==> config.mk <==
export PLATFORM = sky130hd
export DESIGN_NAME = psr_unit
export DESIGN_NICKNAME = d
export VERILOG_FILES = /design/src/rtl/psr_unit.sv
export SDC_FILE = /design/constraint.sdc
export NUM_CORES = 1
export LEC_CHECK = 0
export BUFFER_PORTS_ARGS = -buffer_cell sky130_fd_sc_hd__buf_4
export CAP_MARGIN = 40
export CORE_MARGIN = 5
export CORE_UTILIZATION = 50
export DETAILED_ROUTE_END_ITERATION = 16
export PLACE_DENSITY = 0.72
export SYNTH_ARGS = -nofsm -noshare
export SYNTH_HDL_FRONTEND = slang
export SYNTH_SLANG_ARGS = --single-unit
==> constraint.sdc <==
create_clock -name I_CLK -period 4.15 [get_ports I_CLK]
set_input_delay 1.0375 -clock I_CLK [delete_from_list [all_inputs] [get_ports I_CLK]]
set_output_delay 1.0375 -clock I_CLK [all_outputs]
set_load 0.05 [all_outputs]
==> src/rtl/psr_unit.sv <==
// Processor status register: masked ALU flag capture, LPR load, condition
// evaluation against the registered flags, and a small LIFO of saved PSRs
// used on interrupt entry and exit.
module psr_unit #(
    parameter int STACK_DEPTH = 4,
    localparam int DW = $clog2(STACK_DEPTH + 1)
) (
    input  logic          I_CLK,
    input  logic          I_NRESET,
    input  logic [3:0]    I_OPCODE,
    input  logic [4:0]    I_STATUS,
    input  logic          I_UPDATE_EN,
    input  logic          I_LOAD_EN,
    input  logic [4:0]    I_LOAD_DATA,
    input  logic          I_PUSH,
    input  logic          I_POP,
    input  logic          I_ERR_CLR,
    input  logic [3:0]    I_COND,
    output logic [4:0]    O_PSR,
    output logic          O_CARRY,
    output logic          O_COND_TRUE,
    output logic [DW-1:0] O_DEPTH,
    output logic          O_FULL,
    output logic          O_EMPTY,
    output logic          O_STACK_ERR
);
    // Stack index width; kept at least 1 bit so a single-entry stack still works.
    localparam int AW = (STACK_DEPTH > 1) ? $clog2(STACK_DEPTH) : 1;

    // Flag bit positions within the PSR.
    localparam int C_BIT = 0;
    localparam int L_BIT = 1;
    localparam int F_BIT = 2;
    localparam int Z_BIT = 3;
    localparam int N_BIT = 4;

    logic [4:0]    psr_q, psr_d;
    logic [DW-1:0] depth_q, depth_d;
    logic          err_q, err_d;
    logic [4:0]    stack_mem [STACK_DEPTH];

    logic          full, empty;
    logic          push_only, pop_only;
    logic          push_ok, pop_ok, err_new;
    logic [AW-1:0] top_idx, wr_idx;
    logic [4:0]    upd_mask;
    logic          cond_true;

    assign full      = (depth_q == DW'(STACK_DEPTH));
    assign empty     = (depth_q == '0);
    // Push and pop together cancel out: stack untouched, never an error.
    assign push_only = I_PUSH && !I_POP;
    assign pop_only  = I_POP && !I_PUSH;
    assign push_ok   = push_only && !full;
    assign pop_ok    = pop_only && !empty;
    assign err_new   = (push_only && full) || (pop_only && empty);
    assign top_idx   = AW'(depth_q - DW'(1));
    assign wr_idx    = AW'(depth_q);

    // Which PSR bits each ALU opcode is allowed to modify.
    always_comb begin
        upd_mask = 5'b00000;
        case (I_OPCODE)
            4'd0, 4'd1: upd_mask = 5'b11101;              // ADD/ADDC: C,F,Z,N
            4'd3:       upd_mask = 5'b11111;              // SUB: all flags
            4'd2, 4'd4, 4'd5, 4'd6, 4'd7,
            4'd8, 4'd9, 4'd10, 4'd11: upd_mask = 5'b11000; // Z,N only
            default:    upd_mask = 5'b00000;
        endcase
    end

    // Next-state selection: valid pop beats LPR, which beats ALU update.
    always_comb begin
        psr_d   = psr_q;
        depth_d = depth_q;
        err_d   = err_q;
        if (pop_ok) begin
            psr_d = stack_mem[top_idx];
        end else if (I_LOAD_EN) begin
            psr_d = I_LOAD_DATA;
        end else if (I_UPDATE_EN) begin
            psr_d = (psr_q & ~upd_mask) | (I_STATUS & upd_mask);
        end
        if (push_ok) begin
            depth_d = depth_q + DW'(1);
        end else if (pop_ok) begin
            depth_d = depth_q - DW'(1);
        end
        // A fresh error in the clearing cycle keeps the flag set.
        if (err_new) begin
            err_d = 1'b1;
        end else if (I_ERR_CLR) begin
            err_d = 1'b0;
        end
    end

    // PSR, occupancy and sticky error state.
    always_ff @(posedge I_CLK or negedge I_NRESET) begin
        if (!I_NRESET) begin
            psr_q   <= 5'b00000;
            depth_q <= '0;
            err_q   <= 1'b0;
        end else begin
            psr_q   <= psr_d;
            depth_q <= depth_d;
            err_q   <= err_d;
        end
    end

    // Save storage: contents are irrelevant after reset, so no reset here.
    always_ff @(posedge I_CLK) begin
        if (push_ok) begin
            stack_mem[wr_idx] <= psr_q;
        end
    end

    // Condition codes evaluated against the registered flags only.
    always_comb begin
        cond_true = 1'b0;
        case (I_COND)
            4'd0:  cond_true =  psr_q[Z_BIT];
            4'd1:  cond_true = !psr_q[Z_BIT];
            4'd2:  cond_true =  psr_q[C_BIT];
            4'd3:  cond_true = !psr_q[C_BIT];
            4'd4:  cond_true =  psr_q[L_BIT];
            4'd5:  cond_true = !psr_q[L_BIT];
            4'd6:  cond_true =  psr_q[N_BIT];
            4'd7:  cond_true = !psr_q[N_BIT];
            4'd8:  cond_true =  psr_q[F_BIT];
            4'd9:  cond_true = !psr_q[F_BIT];
            4'd10: cond_true = !psr_q[L_BIT] && !psr_q[Z_BIT];
            4'd11: cond_true =  psr_q[L_BIT] ||  psr_q[Z_BIT];
            4'd12: cond_true = !psr_q[N_BIT] && !psr_q[Z_BIT];
            4'd13: cond_true =  psr_q[N_BIT] ||  psr_q[Z_BIT];
            4'd14: cond_true = 1'b1;
            default: cond_true = 1'b0;
        endcase
    end

    assign O_PSR       = psr_q;
    assign O_CARRY     = psr_q[C_BIT];
    assign O_COND_TRUE = cond_true;
    assign O_DEPTH     = depth_q;
    assign O_FULL      = full;
    assign O_EMPTY     = empty;
    assign O_STACK_ERR = err_q;

endmodule

== After elaboration in Yosys (flattened, before gate mapping) ==
Memory sizes are Yosys's and may differ from the RTL's.
Cells that the tools add are included.

* Add/sub/neg operators: 2
* Eq/ne operators: 15
* Multiplexer cells: 10
* Bitwise logic cells: 4
* Reduce and logical (&&, ||, !) cells: 25

{| class="wikitable"
|+ Operator list
! operator !! number
|-
| == test 4 bit, second input constant || 7
|-
| == test 4 x 3 -> 1 bit, second input constant || 4
|-
| 2-to-1 mux 5 bit || 3
|-
| case mux 1 bit (15 select lines) || 1
|-
| AND 5 bit || 2
|-
| logical NOT 1 bit || 9
|-
| == test 4 x 2 -> 1 bit, second input constant || 2
|-
| logical AND 1 bit || 8
|-
| 2-to-1 mux 3 bit || 2
|-
| NOT 5 bit || 1
|-
| bitwise OR 5 bit || 1
|-
| == test 4 x 1 -> 1 bit, second input constant || 1
|-
| logical NOT 4 bit || 1
|-
| 2-to-1 mux 1 bit || 4
|-
| nonzero test 2 bit || 2
|-
| adder 3 x 1 -> 3 bit, second input constant || 1
|-
| == test 3 bit, second input constant || 1
|-
| logical NOT 3 bit || 1
|-
| logical OR 1 bit || 3
|-
| nonzero test 3 bit || 1
|-
| subtractor 3 x 1 -> 3 bit, second input constant || 1
|}

* Flip-flop bits (word level): 9
* Bits in writable memories: 20
* Memory bits (read-only): 80
* Input port bits: 25
* Output and inout bits: 13
* Logic and storage cells: 61
* Memories kept: 2

{| class="wikitable"
|+ Memory list
! name !! words !! width !! rd ports !! clocked after memory_dff !! wr ports !! line !! source
|-
| (name not given) || 16 || 5 || 1 || 0 || 0 || 63 || <nowiki>case (I_OPCODE)</nowiki>
|-
| stack_mem || 4 || 5 || 1 || 0 || 1 || 40 || <nowiki>logic [4:0] stack_mem [STACK_DEPTH];</nowiki>
|}

== Depth between registers and ports, before layout ==
Gate-level depths: netlist of the first run.
An unclocked memory read counts as a cell.

* Depth after elaboration: 7
* Depth in mapped cells: 9
* Gate-level depth less buffers: 7

== Least setup slack after synthesis of the first run ==
OpenSTA, ideal clock, no wires.

* Path type: input to output
* Start: in I_COND[2]
* End: out O_COND_TRUE
* Data arrival time: 2.482 ns
* Data required time: 3.113 ns
* Setup slack: 0.630 ns
* Stages on the path: 5
* Path buffers: 1
* Cell sequence: buf_6 > inv_2 > o311a_1 > o311a_1 > or4_1

* Word-level cells in the longest chain between the ends: 2
* Elaborated cells on any way between the ends: 16
* Those cells by class: 14 x eq/ne; 1 x mux; 1 x reduce/logical

{| class="wikitable"
|+ RTL lines
! item !! line !! source
|-
| from (decl) || 18 || <nowiki>input logic [3:0] I_COND,</nowiki>
|-
| == test 4 bit (tied with other cells) || 120 || <nowiki>case (I_COND)</nowiki>
|-
| case mux 1 bit (15 select lines) (*) || 120 ||
|-
| to (decl) || 21 || <nowiki>output logic O_COND_TRUE,</nowiki>
|}

Mark *: on every way between the ends. The rest lies on a longest branch, timed or not.

== Final worst setup path of the first run ==
Same ends and word-level chain as after synthesis.

==> results.md, run 1 <==
- CTS sink cnt: 29
- Num ports: 38
- Post-DP HPWL: 2.30 mm
- Most numerous cell in the Yosys netlist: edfxtp_1
- Antenna viol nets, final: 0
- Post-synthesis mux area share: 13.4%
- Unrepaired setup endpoints after global routing: false
- Syn Std Cell Area: 0.00153 mm2
- Post-Synth XOR/XNOR Area: 1.72%
- Fin nets: 185
- IO buf count: 37
- Synth top cells by count: 20 x edfxtp_1, 9 x dfrtp_1, 7 x mux2i_1, 7 x o21ai_0
- Synth Flop Type: edfxtp_1
- Die Width: 65.3 um
- Gp weighted congestion: 0.839
- CTS H-tree lvls: 2
- Final WL: 3.08 mm
- CTS buffer count: 5
- Std-Cell Rows: 20
- Yosys reg bits: 29
- Vias in the first global route: 1025
- Drt wl/cell: 16.4 um
- Grt ovf: 0
- # DRC: 0
- Sequential area share after synthesis: 54.0%
- Startpoint class of the critical path: input port
- Critical path type: input port to output pin
- Largest net degree at the start of global routing: 12
- Antenna Cells: 0
- Register area: 826 um2
- Synth-to-layout area growth: 21.5%
- CTS tree: yes
- Drt via density: 5.82
- Main area contributors after synthesis: edfxtp_1 39%, dfrtp_1 15%, mux4_2 7.4%
- DR pass1 iterations: 4
- # fillers: 255
- Outcome: completed
- Setup TNS: 0 ns
- # setup viols final: 0
- Initial Util: 50.9%
- Largest family of logic cells by synthesized area: multiplexers
- Final Util: 61.9%
- Crit path max fanout: 9
- Worst clock skew: 0.00956 ns
- GRT Util Overall: 16.0%
- Share of cells above drive strength 1: 35.5%
- VDD IR max: 288 uV
- Clk root buf: clkbuf_4
- Fin crit period: 3.53 ns
- Post-synthesis async set-or-reset flop share: 31.0%
- Placed cell areas: 0.00181 mm2
- Leak Pwr: 0.766 nW
- Area leader, netlist: edfxtp_1
- P per Cell Area: 624 mW/mm2
- Die Ht: 65.3 um
- Yosys cell types: 35
- Setup crit end kind: output pin
- PostCTS Resize Cnt: 0
- Post-CTS setup buffers: 0
- Core area: 0.00300 mm2
- Post-route cell area: 0.00186 mm2
- Adder-cell share of the synthesized area: 4.91%
- Flop2flop setup slack: 1.57 ns
- Slew Limit Fails: 0
- Synth top area share: 39.3%
- WP data required: 3.11 ns
- Worst skew pair latency: 0.33 ns
- Synth Instances: 118
- Fmax: 283 MHz
- Syn_nets: 149
- CTS Hold Bufs: 0
- Die area: 0.00426 mm2
- Max cap viols: 0
- First-pass GRT wire length: 4.89 mm
- Synth warnings: 0
- Hold Crit Class: input port to asynchronous set/reset pin
- Simple-Gate Fraction of Synth Area: 12.7%
- Clock-pin slew on the worst setup and hold paths: 0.09 ns
- Compound-Gate Fraction of Synth Area: 9.08%
- Iteration-0 DRC Markers: 72
- Max transition margin: 57.9%
- Area of the multi-input gates: 639 um2
- Max Root-Sink Buffers: 2
- Arrival @ worst endpoint: 2.49 ns
- Initial antenna violation count: 0
- EDFF count, synth: 20
- Tcrit/Tclk final: 85.0%
- Worst Max-Slew Pin Slew: 0.630 ns
- Final Hold Fails: 0
- Avg Inst Size Synth: 13.0 um2
- Via count: 1094
power breakdown:
part	switching [mW]	internal (mW)	total [mW]
logic	0.315	0.211	0.525
registers	0.0860	0.388	0.474
clock network	0.0957	0.0643	0.160
total	0.497	0.663	1.16
final timing paths:
kind,cells after the start,end,from
setup / recovery,6,O_COND_TRUE,I_COND[2]
hold / removal,1,asynchronous set/reset pin,I_NRESET
setup reg to reg,7,O_DEPTH[2],O_DEPTH[0]
hold reg to reg,1,O_DEPTH[2],O_DEPTH[2]
max in group asynchronous,1,O_DEPTH[1],I_NRESET
min in group I_CLK,1,O_DEPTH[2],O_DEPTH[2]
metrics by stage:
step	std cells	hold slack (ns)	power, mW	worst slack [ns]
5_1_grt	188	0.487	1.23	0.587
3_3_place_gp	180	0.502	1.00	0.651
2_1_floorplan	118	0.637	0.858	0.630
3_5_place_dp	180	0.519	1.01	0.613
4_1_cts	188	0.500	1.17	0.617
6_report	188	0.509	1.16	0.620
kinds of logic (layout without fill, tap and decap cells):
logic type / count (synthesis) / in the layout
simple gates: 30 / 30
flops: 29 / 29
compound gates: 22 / 22
mux: 14 / 14
buf+inv: 14 / 51
fa+ha+maj: 6 / 6
xor+xnor: 3 / 3
cell type report:
type | count | area share (%)
clock inverters | 2 | 0.539
multi-input cells | 75 | 34.4
well taps | 33 | 2.22
flip-flops and latches | 29 | 44.4
repair buffers | 37 | 14.9
clock buffers | 6 | 2.22
inverters | 6 | 1.21
cells in the final DEF (no fill, tap or decap), types with 4 or more instances in the layout:
cell      count
a21oi_1       6
and2_1        4
buf_4        37
clkbuf_4      5
dfrtp_1       9
edfxtp_1     20
ha_1          6
inv_1         5
mux2i_1       7
mux4_2        5
nand2_1       4
nand3b_1      4
nor2_1        4
nor3b_1       5
o21ai_0       7
layer usage:
layer | GRT usage (%) | vias to the layer above | part of all wire (%)
li1 | - | 517 | -
met4 | 4.66 | 0 | 0.42
met5 | 0 | - | 0
met2 | 25.4 | 37 | 50
met1 | 19.5 | 538 | 42
met3 | 7.52 | 2 | 7.7
critical path: stages:
cell and delay, ns:
buf_4 0.14, inv_2 0.05, o311a_1 0.33, o311a_1 0.33
or4_1 0.40, buf_4 0.20
Power figures use the tool's default switching activity.
==> run 2: changes to the inputs <==
==> constraint.sdc (replaced) <==
create_clock -name I_CLK -period 4.15 [get_ports I_CLK]
set_input_delay 0.2075 -clock I_CLK [delete_from_list [all_inputs] [get_ports I_CLK]]
set_output_delay 0.2075 -clock I_CLK [all_outputs]
set_load 0.05 [all_outputs]
==> run 2 against run 1 <==
Net effect:
- first-iteration DRC count is 8.3% higher
- fmax is 43% higher
- sequential power is 1% higher
- combinational power is 1% higher
- highest routed layer unchanged
- total power is 0.17% higher
- die area stayed put
- critical path depth is 1 higher
- routed wire length is 1.1% higher
==> results.md, run 2 (synthesis results as in run 1) <==
- Antenna viol nets, final: 0
- VDD IR max: 268 uV
- Initial Util: 50.9%
- Unrepaired setup endpoints after global routing: false
- Worst clock skew: 0.00766 ns
- Critical path type: flop to flop
- Most frequent cells in the layout: 37 x buf_4, 20 x edfxtp_1, 9 x dfrtp_1, 7 x mux2i_1, 7 x o21ai_0
- Post-DP HPWL: 2.34 mm
- First-pass GRT wire length: 4.86 mm
- Post-route cell area: 0.00187 mm2
- Post-Layout Cell Count: 189
- P per Cell Area: 622 mW/mm2
- Setup TNS: 0 ns
- IO buf count: 37
- Iteration-0 DRC Markers: 78
- Hold Crit Class: input port to flop
- Placed cell count: 180
- Hold path depth: 2
- DP Worst Slack: 1.69 ns
- Cell breakdown of the critical path: inv_1, ha_1, ha_1, nor3b_1, and2_1, o31ai_1, a21oi_1
- Fmax: 404 MHz
- Crit path max fanout: 10
- Crit-path slowest cell: dfrtp_1
- Setup slack after layout: 1.67 ns
- Synth-to-layout area growth: 22.1%
- WP data required: 4.40 ns
- DR pass1 iterations: 4
- Startpoint class of the critical path: flop
- Flop2flop setup slack: 1.67 ns
- CTS Hold Bufs: 1
- Share of cells above drive strength 1: 34.6%
- Gp weighted congestion: 0.799
- GRT Util Overall: 15.7%
- Core area: 0.00300 mm2
- Reg2reg path depth: 7
- Tcrit/Tclk final: 59.7%
- PostCTS Resize Cnt: 0
- Fin nets: 186
- Max Root-Sink Buffers: 2
- Max transition margin: 57.8%
- Std-Cell Rows: 20
- Most used cell, CP: ha_1
- CTS sink cnt: 29
- Final WL: 3.12 mm
- # DRC: 0
- Post-CTS setup buffers: 0
- Die area: 0.00426 mm2
- Drt via density: 5.63
- Die Width: 65.3 um
- Worst Max-Slew Pin Slew: 0.631 ns
- Clock-pin slew on the worst setup and hold paths: 0.09 ns
- Grt ovf: 0
- Fin crit period: 2.48 ns
- Die Ht: 65.3 um
- # setup viols final: 0
- Vias in the first global route: 1029
- Num ports: 38
- Placed cell areas: 0.00181 mm2
- Drt wl/cell: 16.5 um
- CTS H-tree lvls: 2
- Most common cell after layout, fill and taps aside: buf_4
- Max cap viols: 0
- CTS buffer count: 5
- Power Total: 1.16 mW
- Arrival @ worst endpoint: 2.73 ns
- Clk root buf: clkbuf_4
- Setup crit end kind: flop
- Leak Pwr: 0.768 nW
- Worst skew pair latency: 0.32 ns
- Antenna Cells: 0
- Largest net degree at the start of global routing: 12
- Outcome: completed
- Initial antenna violation count: 0
- CTS tree: yes
- Via count: 1065
- Final Hold Fails: 0
- Slew Limit Fails: 0
- Slowest stage delay, CP: 0.62 ns
==> run 2: cell count changes in the layout (fill, tap and decap cells not counted) <==
cell,change
clkinv_1,+2
clkbuf_1,-1
clkinv_2,-1
dlygate4sd3_1,+1
==> run 2: worst max-delay path: cells and delay by family (launching register included) <==
kind                       cells  cell delay [ns]
AOI/OAI and AO/OA              2             0.25
adders and majority gates      2             0.50
buffers and inverters          1             0.12
DFF                            1             0.62
and+or+nand+nor                2             0.93
==> run 2: per-layer routing <==
metal  track usage, %  part of all wire, %  wire length [um]
met5                0                    0                 0
met4             5.44                 0.71                22
met3             6.32                  8.0               250
met2             23.8                   47              1450
met1             20.5                   45              1390
==> run 2: final cells by class <==
class	instances	area, um2
clock buffers	5	37.5
inverters	6	22.5
multi-input cells	75	639
repair buffers	38	288
flip-flops and latches	29	826
well taps	33	41.3
clock inverters	3	12.5
fillers	235	1140
==> run 2: path summary, 6_finish.rpt <==
check                              endpoint  startpoint
worst max-delay path             O_DEPTH[2]  O_DEPTH[0]
worst min-delay path            O_STACK_ERR   I_ERR_CLR
worst max register to register   O_DEPTH[2]  O_DEPTH[0]
worst min register to register   O_DEPTH[2]  O_DEPTH[2]
max in group asynchronous        O_DEPTH[0]    I_NRESET
min in group asynchronous       O_STACK_ERR    I_NRESET
==> run 2: through the flow <==
step / util (%) / hold WS [ns]
after floorplan: - / -0.0881
after global placement: 60.2 / 0.0369
after detailed placement: 60.2 / 0.0421
after CTS: 62.2 / 0.104
after global routing: 62.2 / 0.110
final: 62.2 / 0.117
==> run 2: power breakdown <==
group,switching [mW],internal (mW)
sequential,0.0918,0.388
clock,0.0907,0.0610
combinational,0.317,0.213
